[src/rtl/instr_decode_stage.sv]
// RV32I decode stage: one-entry buffer, field/immediate decode; RAW scoreboard only with ID_SCOREBOARD_EN.
// Latency 1 (registered on accept); accept+issue same cycle; stalls on hazard, holds while READY_IN_ID=0.
module instr_decode_stage #(
  parameter int          NREG      = 32,
  parameter int          AW        = 5,
  parameter logic [31:0] NOP_INSTR = 32'h00000013
) (
  input  logic          CLK,
  input  logic          RES,
  input  logic [31:0]   INSTR_ID,
  input  logic [31:0]   PC_ID,
  input  logic          VALID_IN_ID,
  output logic          READY_OUT_ID,
  input  logic          FLUSH_ID,
  input  logic          WB_WE_ID,
  input  logic [AW-1:0] WB_RW_ID,
  output logic          VALID_OUT_ID,
  input  logic          READY_IN_ID,
  output logic [AW-1:0] RA_ID,
  output logic [AW-1:0] RB_ID,
  output logic [AW-1:0] RW_ID,
  output logic          WE_ID,
  output logic [31:0]   IMM_ID,
  output logic [2:0]    FMT_ID,
  output logic          ILLEGAL_ID,
  output logic [31:0]   PC_OUT_ID,
  output logic [31:0]   INSTR_OUT_ID
);
  localparam logic [2:0] FMT_R = 3'd0;
  localparam logic [2:0] FMT_I = 3'd1;
  localparam logic [2:0] FMT_S = 3'd2;
  localparam logic [2:0] FMT_B = 3'd3;
  localparam logic [2:0] FMT_U = 3'd4;
  localparam logic [2:0] FMT_J = 3'd5;
  localparam logic [2:0] FMT_X = 3'd7;

  typedef struct packed {
    logic [2:0]    fmt;
    logic          ill;
    logic [AW-1:0] ra;
    logic [AW-1:0] rb;
    logic [AW-1:0] rw;
    logic          we;
    logic [31:0]   imm;
  } dec_t;

  dec_t        w_dec;
  dec_t        r_dec;
  logic        r_full;
  logic [31:0] r_instr;
  logic [31:0] r_pc;
  logic        w_hazard;
  logic        w_issue;
  logic        w_accept;

  always_comb begin
    w_dec = '0;
    case (INSTR_ID[6:0])
      7'b0110011:                         w_dec.fmt = FMT_R;
      7'b0010011, 7'b0000011, 7'b1100111: w_dec.fmt = FMT_I;
      7'b0100011:                         w_dec.fmt = FMT_S;
      7'b1100011:                         w_dec.fmt = FMT_B;
      7'b0110111, 7'b0010111:             w_dec.fmt = FMT_U;
      7'b1101111:                         w_dec.fmt = FMT_J;
      default:                            w_dec.fmt = FMT_X;
    endcase
    w_dec.ill = (w_dec.fmt == FMT_X);
    // Unused register fields stay 0 so they never address the RF or trip the hazard check.
    case (w_dec.fmt)
      FMT_R: begin
        w_dec.ra = INSTR_ID[19:15];
        w_dec.rb = INSTR_ID[24:20];
        w_dec.rw = INSTR_ID[11:7];
      end
      FMT_I: begin
        w_dec.ra  = INSTR_ID[19:15];
        w_dec.rw  = INSTR_ID[11:7];
        w_dec.imm = {{20{INSTR_ID[31]}}, INSTR_ID[31:20]};
      end
      FMT_S: begin
        w_dec.ra  = INSTR_ID[19:15];
        w_dec.rb  = INSTR_ID[24:20];
        w_dec.imm = {{20{INSTR_ID[31]}}, INSTR_ID[31:25], INSTR_ID[11:7]};
      end
      FMT_B: begin
        w_dec.ra  = INSTR_ID[19:15];
        w_dec.rb  = INSTR_ID[24:20];
        w_dec.imm = {{19{INSTR_ID[31]}}, INSTR_ID[31], INSTR_ID[7], INSTR_ID[30:25], INSTR_ID[11:8], 1'b0};
      end
      FMT_U: begin
        w_dec.rw  = INSTR_ID[11:7];
        w_dec.imm = {INSTR_ID[31:12], 12'b0};
      end
      FMT_J: begin
        w_dec.rw  = INSTR_ID[11:7];
        w_dec.imm = {{11{INSTR_ID[31]}}, INSTR_ID[31], INSTR_ID[19:12], INSTR_ID[20], INSTR_ID[30:21], 1'b0};
      end
      default: ;
    endcase
    w_dec.we = (w_dec.rw != '0);
  end

  assign VALID_OUT_ID = r_full & ~w_hazard & ~RES & ~FLUSH_ID;
  assign w_issue      = VALID_OUT_ID & READY_IN_ID;
  assign READY_OUT_ID = ~RES & ~FLUSH_ID & (~r_full | w_issue);
  assign w_accept     = VALID_IN_ID & READY_OUT_ID;

  always_ff @(posedge CLK) begin
    if (RES || FLUSH_ID) begin
      r_full  <= 1'b0;
      r_instr <= NOP_INSTR;
      r_pc    <= '0;
      r_dec   <= '0;
    end else if (w_accept) begin
      r_full  <= 1'b1;
      r_instr <= INSTR_ID;
      r_pc    <= PC_ID;
      r_dec   <= w_dec;
    end else if (w_issue) begin
      r_full  <= 1'b0;
      r_instr <= NOP_INSTR;
      r_pc    <= '0;
      r_dec   <= '0;
    end
  end

`ifdef ID_SCOREBOARD_EN
  logic [NREG-1:0] r_sb;

  // Set is applied after clear so a same-cycle set/clear of one register leaves it pending.
  always_ff @(posedge CLK) begin
    if (RES) begin
      r_sb <= '0;
    end else begin
      if (WB_WE_ID && (WB_RW_ID != '0)) r_sb[WB_RW_ID] <= 1'b0;
      if (w_issue && r_dec.we)          r_sb[r_dec.rw] <= 1'b1;
    end
  end

  assign w_hazard = r_full & (((r_dec.ra != '0) & r_sb[r_dec.ra]) | ((r_dec.rb != '0) & r_sb[r_dec.rb]));
`else
  wire w_unused = &{1'b0, WB_WE_ID, WB_RW_ID, NREG[0]};
  assign w_hazard = 1'b0;
`endif

  assign RA_ID        = r_dec.ra;
  assign RB_ID        = r_dec.rb;
  assign RW_ID        = r_dec.rw;
  assign WE_ID        = r_dec.we;
  assign IMM_ID       = r_dec.imm;
  assign FMT_ID       = r_dec.fmt;
  assign ILLEGAL_ID   = r_dec.ill;
  assign PC_OUT_ID    = r_pc;
  assign INSTR_OUT_ID = r_instr;
endmodule

[config.mk]
export PLATFORM = sky130hd
export DESIGN_NAME = instr_decode_stage
export DESIGN_NICKNAME = d
export VERILOG_FILES = /design/src/rtl/instr_decode_stage.sv
export SDC_FILE = /design/constraint.sdc
export NUM_CORES = 1
export LEC_CHECK = 0
export CAP_MARGIN = 40
export CORE_UTILIZATION = 30
export CTS_CLUSTER_SIZE = 16
export DETAILED_ROUTE_END_ITERATION = 16
export GPL_TIMING_DRIVEN = 0
export SYNTH_ARGS = -nofsm -noshare
export SYNTH_HDL_FRONTEND = slang
export SYNTH_SLANG_ARGS = --single-unit
[constraint.sdc]
create_clock -name CLK -period 2.94 [get_ports CLK]
set_input_delay 0.588 -clock CLK [delete_from_list [all_inputs] [get_ports CLK]]
set_output_delay 0.588 -clock CLK [all_outputs]
set_load 0.03 [all_outputs]
==> results.yml, run 1 <==
global_routing:
  grt_pass1_vias: 4254
  track_usage_pct: 20.0
  grt_pass1_wl_um: 22300
  antenna_found_initial: 2
  grt_max_degree: 17
  overflow: 0
cts:
  insertion_delay_ns: 0.41
  cts_buffers: 17
  cts_root_buffer: "clkbuf_16"
  htreeDepth: 4
  cts_buffer_depth: 2
  clk_pin_slew_ns: 0.05
  cts.sinks: 117
  cts_hold_buf: 0
  cts_tree: "built"
routing:
  via_per_inst: 5.05
  dr_total_vias: 4224
  wl_per_cell_um: 17.2
  dr.pass1.iters: 5
  ant_nets: 0
  routed_wl_um: 14300
  drc: 0
  drtIter0Drc: 191
pwr:
  power.total_mw: 4.00
  p_leak_nw: 2.48
  ir_drop_mv: 0.331
  power_density_mw_per_mm2: 570
placement:
  dp_hpwl_um: 10900
  dp.cells: 805
  gp_congestion: 0.758
  placed_cell_area_mm2: 0.00638
  io_buffers: 185
  pre_cts_ws_ns: -1.05
logic_synthesis:
  yosys_warnings: 0
  synth_nets: 516
  synth_top_flop_cell: "dfxtp_1"
  synth.distinct_cells: 52
  ys_seq_elements: 117
  synth.cell_area_mm2: 0.00431
  synth-edff-count: 0
  yosysTopAreaCellShare_pct: 54.4
  synth-async-reset-ratio_pct: 0
  postSynthCellCount: 440
  ys_seq_area_share_pct: 54.4
  yosys-top-cells-area: "dfxtp_1 (54%), a22oi_1 (11%), nor2_1 (6.8%)"
  yosysTopAreaCell: "dfxtp_1"
  synth.avg_cell_area_um2: 9.78
timing:
  worst_slack_ns: 0.133
  setup_violations: 0
  min_period_over_period_pct: 95.5
  hold_viol: 0
  drv_slew: 0
  clock_skew_ns: 0.00472
  fmax_mhz: 356
  tightest_slew_ns: 0.657
  rsz0062_at_grt: "false"
  slew_headroom_pct: 55.9
  fin_crit_ns: 2.81
floorplanning:
  core.rowCount: 43
  die_area_mm2: 0.0148
  die_w_um: 122
  start_util_pct: 30.9
  die_y_um: 122
  core-area_mm2: 0.0139
  pin_count: 193
setup_path:
  max_stage_delay_ns: 0.42
  worstPathCellList: "clkdlybuf4s50_1, or2_4, clkbuf_4, clkbuf_2, nor2_1, clkdlybuf4s15_2"
  worst-path-buf-inv: 4
  cp.arrival_ns: 2.22
  path_depth: 6
  rr_worst_depth: 7
  r2r-start: "r_full"
  worstSetupPathType: "in2out"
  critPathTopFamily: "buffers and inverters"
  endpoint_kind: "primary output"
  cp_slowest_cell: "clkdlybuf4s50_1"
  rrSetupSlack_ns: 0.62
  required_ns: 2.35
  critical_path.max_fanout: 10
  reg2reg_to: "INSTR_OUT_ID[24]"
  start_kind: "primary input"
cells_and_area:
  synthToLayoutAreaGrowth_pct: 63.0
  seqCellArea_mm2: 0.00234
  multi_input_area_mm2: 0.00184
  drive_gt1_share_pct: 7.79
  fin_area_mm2: 0.00702
  nNetsFinal: 719
  fillers: 1330
  fin_cells: 836
worst_hold_path:
  min_from: "IMM_ID[19]"
  min_path_type: "reg2reg"
  hold_path_end: "IMM_ID[19]"
  worstHoldPathCells: 2
run_status:
  status: "finished, final reports clean"
run:
  maxCapViolations: 0
==> cell usage after synthesis (2+ instances only) <==
master / count
inv_1: 2
and3_1: 8
a21oi_4: 2
buf_1: 5
a22oi_1: 65
a22o_1: 7
o21ai_0: 15
a21boi_0: 9
nand2b_1: 3
a32oi_1: 6
nor2_1: 78
a21oi_1: 7
a32o_1: 5
o22ai_1: 3
nand2_1: 29
clkbuf_1: 27
a221o_1: 15
nor3_1: 2
dfxtp_1: 117
o21a_1: 2
buf_2: 2
==> cells by family (layout without fill, tap and decap cells) <==
family          Yosys count  in the layout  share of synthesized area (%)
other cells               0              1                              0
mux                       1              1                          0.232
compound gates          146            146                           26.9
fa+ha+maj                 1              1                          0.291
buf+inv                  38            253                           3.63
simple gates            136            136                           14.3
flops                   117            117                           54.4
xor+xnor                  1              1                          0.203
==> power breakdown <==
| part | internal, mW | switching, mW | leakage, nW | total, mW |
|---|---|---|---|---|
| sequential | 1.60 | 0.00801 | 0.944 | 1.61 |
| clock | 1.37 | 0.707 | 0.282 | 2.07 |
| combinational | 0.146 | 0.171 | 1.25 | 0.317 |
| total | 3.11 | 0.886 | 2.48 | 4.00 |
==> worst register-to-register path, delay by kind of cell (launching register included) <==
family	cells	cell delay [ns]
buffers and inverters	3	1.27
DFF	1	0.36
and+or+nand+nor	2	0.26
muxes	1	0.25
AOI/OAI and AO/OA	1	0.13
==> layout by cell type, fill, tap and decap left out, types with 5 or more instances in the layout <==
cell,count
a21boi_0,9
a21oi_1,7
a221o_1,15
a22o_1,7
a22oi_1,65
a32o_1,5
a32oi_1,6
and3_1,8
buf_1,5
clkbuf_1,25
clkbuf_16,17
clkdlybuf4s50_1,178
dfxtp_1,117
nand2_1,29
nor2_1,78
o21ai_0,14
==> registers in the layout, indices dropped and copies added (netlist names) <==
register and flops:
PC_OUT_ID 32, ILLEGAL_ID 1, INSTR_OUT_ID 32, RW_ID 5, FMT_ID 3, RB_ID 5
IMM_ID 32, RA_ID 5, r_full 1, WE_ID 1
==> worst max path at each step <==
stage / from / endpoint / slack [ns]
2_1_floorplan: INSTR_ID[3] / IMM_ID[21] / 0.15
3_3_place_gp: INSTR_ID[1] / IMM_ID[12] / -0.91
3_5_place_dp: INSTR_ID[0] / IMM_ID[13] / -1.05
4_1_cts: INSTR_ID[0] / IMM_ID[27] / 0.0004
5_1_grt: INSTR_ID[6] / IMM_ID[24] / 0.03
6_report: FLUSH_ID / READY_OUT_ID / 0.13
==> stage by stage <==
| step | hold slack (ns) | setup TNS [ns] | util (%) |
|---|---|---|---|
| 2_1_floorplan | 0.580 | 0 | - |
| 3_3_place_gp | 0.443 | -28.14 | 45.8 |
| 3_5_place_dp | 0.445 | -31.64 | 45.8 |
| 4_1_cts | 0.456 | 0 | 50.2 |
| 5_1_grt | 0.474 | 0 | 50.4 |
| 6_report | 0.453 | 0 | 50.4 |
==> final cells by class <==
class / count / share of cell area (%)
tap: 180 / 3.21
sequential: 117 / 33.4
clock buffer: 22 / 6.61
clock inverter: 9 / 1.82
inverter: 2 / 0.107
antenna: 1 / 0.0357
buffer: 34 / 2.10
timing repair buffer: 186 / 26.5
multi-input combinational: 285 / 26.2
==> layer usage <==
layer	part of all wire (%)	up-vias	track usage, %	wire (um)
li1	-	2032	-	-
met4	2.3	2	10.2	323
met2	46	169	31.4	6590
met3	9.2	30	7.49	1310
met5	0.091	-	0	13
met1	43	1991	23.7	6110
==> what timing repair did <==
| item | 4_1_cts | 5_1_grt |
|---|---|---|
| setup endpoints to repair | 33 | 25 |
| gates resized for setup | 17 | 6 |
| pin swaps | 0 | 1 |
| buffers inserted | 0 | 1 |
Power figures use the tool's default switching activity.
==> run 2, diff against run 1 <==
- CTS_CLUSTER_DIAMETER: default -> 150
==> results of run 2 <==
Same layout as run 1: the final DEF is identical, and so are final timing and power.
==> run 3, diff against run 2 <==
- CTS_CLUSTER_SIZE: 16 -> 8
- clock period: 2.94 -> 2.9 ns (I/O delays scaled with it)
==> results.yml, run 3 (synthesis results as in run 1) <==
setup_path:
  cp-startpoint: "FLUSH_ID"
  r2r-start: "r_full"
  required_ns: 2.32
  reg2reg_to: "INSTR_OUT_ID[24]"
  cp_slowest_cell: "clkdlybuf4s50_1"
  max_stage_delay_ns: 0.42
  worstPathCellList: "clkdlybuf4s50_1, or2_4, clkbuf_4, clkbuf_2, nor2_1, clkdlybuf4s15_2"
  endpoint_kind: "primary output"
  rrSetupSlack_ns: 0.57
  cp.arrival_ns: 2.22
  worstSetupPathType: "in2out"
  start_kind: "primary input"
  critical_path.max_fanout: 10
  rr_worst_depth: 7
placement:
  placed_cell_area_mm2: 0.00638
  gp_congestion: 0.758
  pre_cts_ws_ns: -1.08
  dp_hpwl_um: 10900
  io_buffers: 185
pwr:
  power.total_mw: 4.05
  p_leak_nw: 2.46
  ir_drop_mv: 0.335
  power_density_mw_per_mm2: 579
worst_hold_path:
  min_from: "IMM_ID[19]"
  hold_path_end: "IMM_ID[19]"
  min_path_type: "reg2reg"
  worstHoldPathCells: 2
timing:
  fmax_mhz: 358
  slew_headroom_pct: 54.9
  min_period_over_period_pct: 96.4
  worst_slack_ns: 0.103
  clock_skew_ns: 0.00448
  fin_crit_ns: 2.80
  setup_violations: 0
  hold_ws_ns: 0.453
  hold_viol: 0
  drv_slew: 0
  rsz0062_at_grt: "false"
  tightest_slew_ns: 0.671
global_routing:
  track_usage_pct: 20.0
  antenna_found_initial: 2
  overflow: 0
  grt_max_degree: 17
  grt_pass1_wl_um: 22300
  grt_pass1_vias: 4254
run:
  maxCapViolations: 0
run_status:
  status: "finished, final reports clean"
cells_and_area:
  layout_common_cells: "clkdlybuf4s50_1 (178), dfxtp_1 (117), nor2_1 (78)"
  final_common_cell: "clkdlybuf4s50_1"
  multi_input_area_mm2: 0.00184
  drive_gt1_share_pct: 7.65
  seqCellArea_mm2: 0.00234
  fillers: 1331
  utilization_pct: 50.3
  fin_area_mm2: 0.00700
  nNetsFinal: 718
  synthToLayoutAreaGrowth_pct: 62.7
cts:
  cts_buffer_depth: 2
  cts_root_buffer: "clkbuf_16"
  clk_pin_slew_ns: 0.05
  cts_buffers: 17
  cts_hold_buf: 0
  htreeDepth: 4
  cts_tree: "built"
  cts.sinks: 117
  insertion_delay_ns: 0.41
floorplanning:
  die_w_um: 122
  start_util_pct: 30.9
  core-area_mm2: 0.0139
  die_area_mm2: 0.0148
  core.rowCount: 43
  pin_count: 193
  die_y_um: 122
routing:
  dr.pass1.iters: 5
  drc: 0
  ant_nets: 0
  routed_wl_um: 14400
  via_per_inst: 5.09
  wl_per_cell_um: 17.2
  dr_total_vias: 4246
  drtIter0Drc: 197
[run 3: changes by cell type in the layout (fill, tap and decap cells not counted), sizes merged]
| cell | previous run | this run |
|---|---|---|
| dlymetal6s2s | 2 | 0 |
| dlygate4sd2 | 3 | 5 |
| buf | 11 | 10 |
[run 3: metrics by stage]
stage | cells | setup TNS (ns)
2_1_floorplan | 440 | 0
3_3_place_gp | 805 | -30.05
3_5_place_dp | 805 | -33.99
4_1_cts | 834 | 0
5_1_grt | 835 | 0
6_report | 835 | 0
[run 3: power breakdown]
part | total, mW | internal, mW | switching, mW
combinational | 0.320 | 0.147 | 0.173
clock | 2.10 | 1.38 | 0.718
sequential | 1.63 | 1.62 | 0.00812
total | 4.05 | 3.15 | 0.899
[run 3: worst max path at each step]
stage	to	slack, ns	cells past startpoint
after CTS	READY_OUT_ID	0.08	6
final	READY_OUT_ID	0.10	6
after floorplan	IMM_ID[21]	0.12	11
after detailed placement	IMM_ID[13]	-1.08	9
after global placement	IMM_ID[12]	-0.95	9
after global routing	IMM_ID[24]	0.01	11
[run 3: critical path: cells and delay by family]
kind | cells | cell delay (ns)
buffers and inverters | 4 | 1.16
AND/OR/NAND/NOR | 2 | 0.47
[run 3: final cells by class]
class,count,share of cell area (%)
Tap cell,180,3.22
Clock buffer,22,6.63
Inverter,2,0.107
Antenna cell,1,0.0357
Multi-Input combinational cell,285,26.3
Timing Repair Buffer,185,26.4
Buffer,34,2.11
Clock inverter,9,1.82
Sequential cell,117,33.4
[run 3: timing repair]
item,in CTS,in global routing
buffers inserted,0,0
resized for setup,19,4
endpoints found under the setup margin,37,11
[run 3: routing by layer]
| metal | GRT usage [%] | routed length, um | share of wire, % | vias up |
|---|---|---|---|---|
| li1 | - | - | - | 2032 |
| met1 | 23.7 | 6170 | 43 | 2002 |
| met2 | 31.4 | 6560 | 46 | 178 |
| met3 | 7.49 | 1260 | 8.8 | 32 |
| met4 | 10.2 | 374 | 2.6 | 2 |
| met5 | 0 | 13 | 0.090 | - |
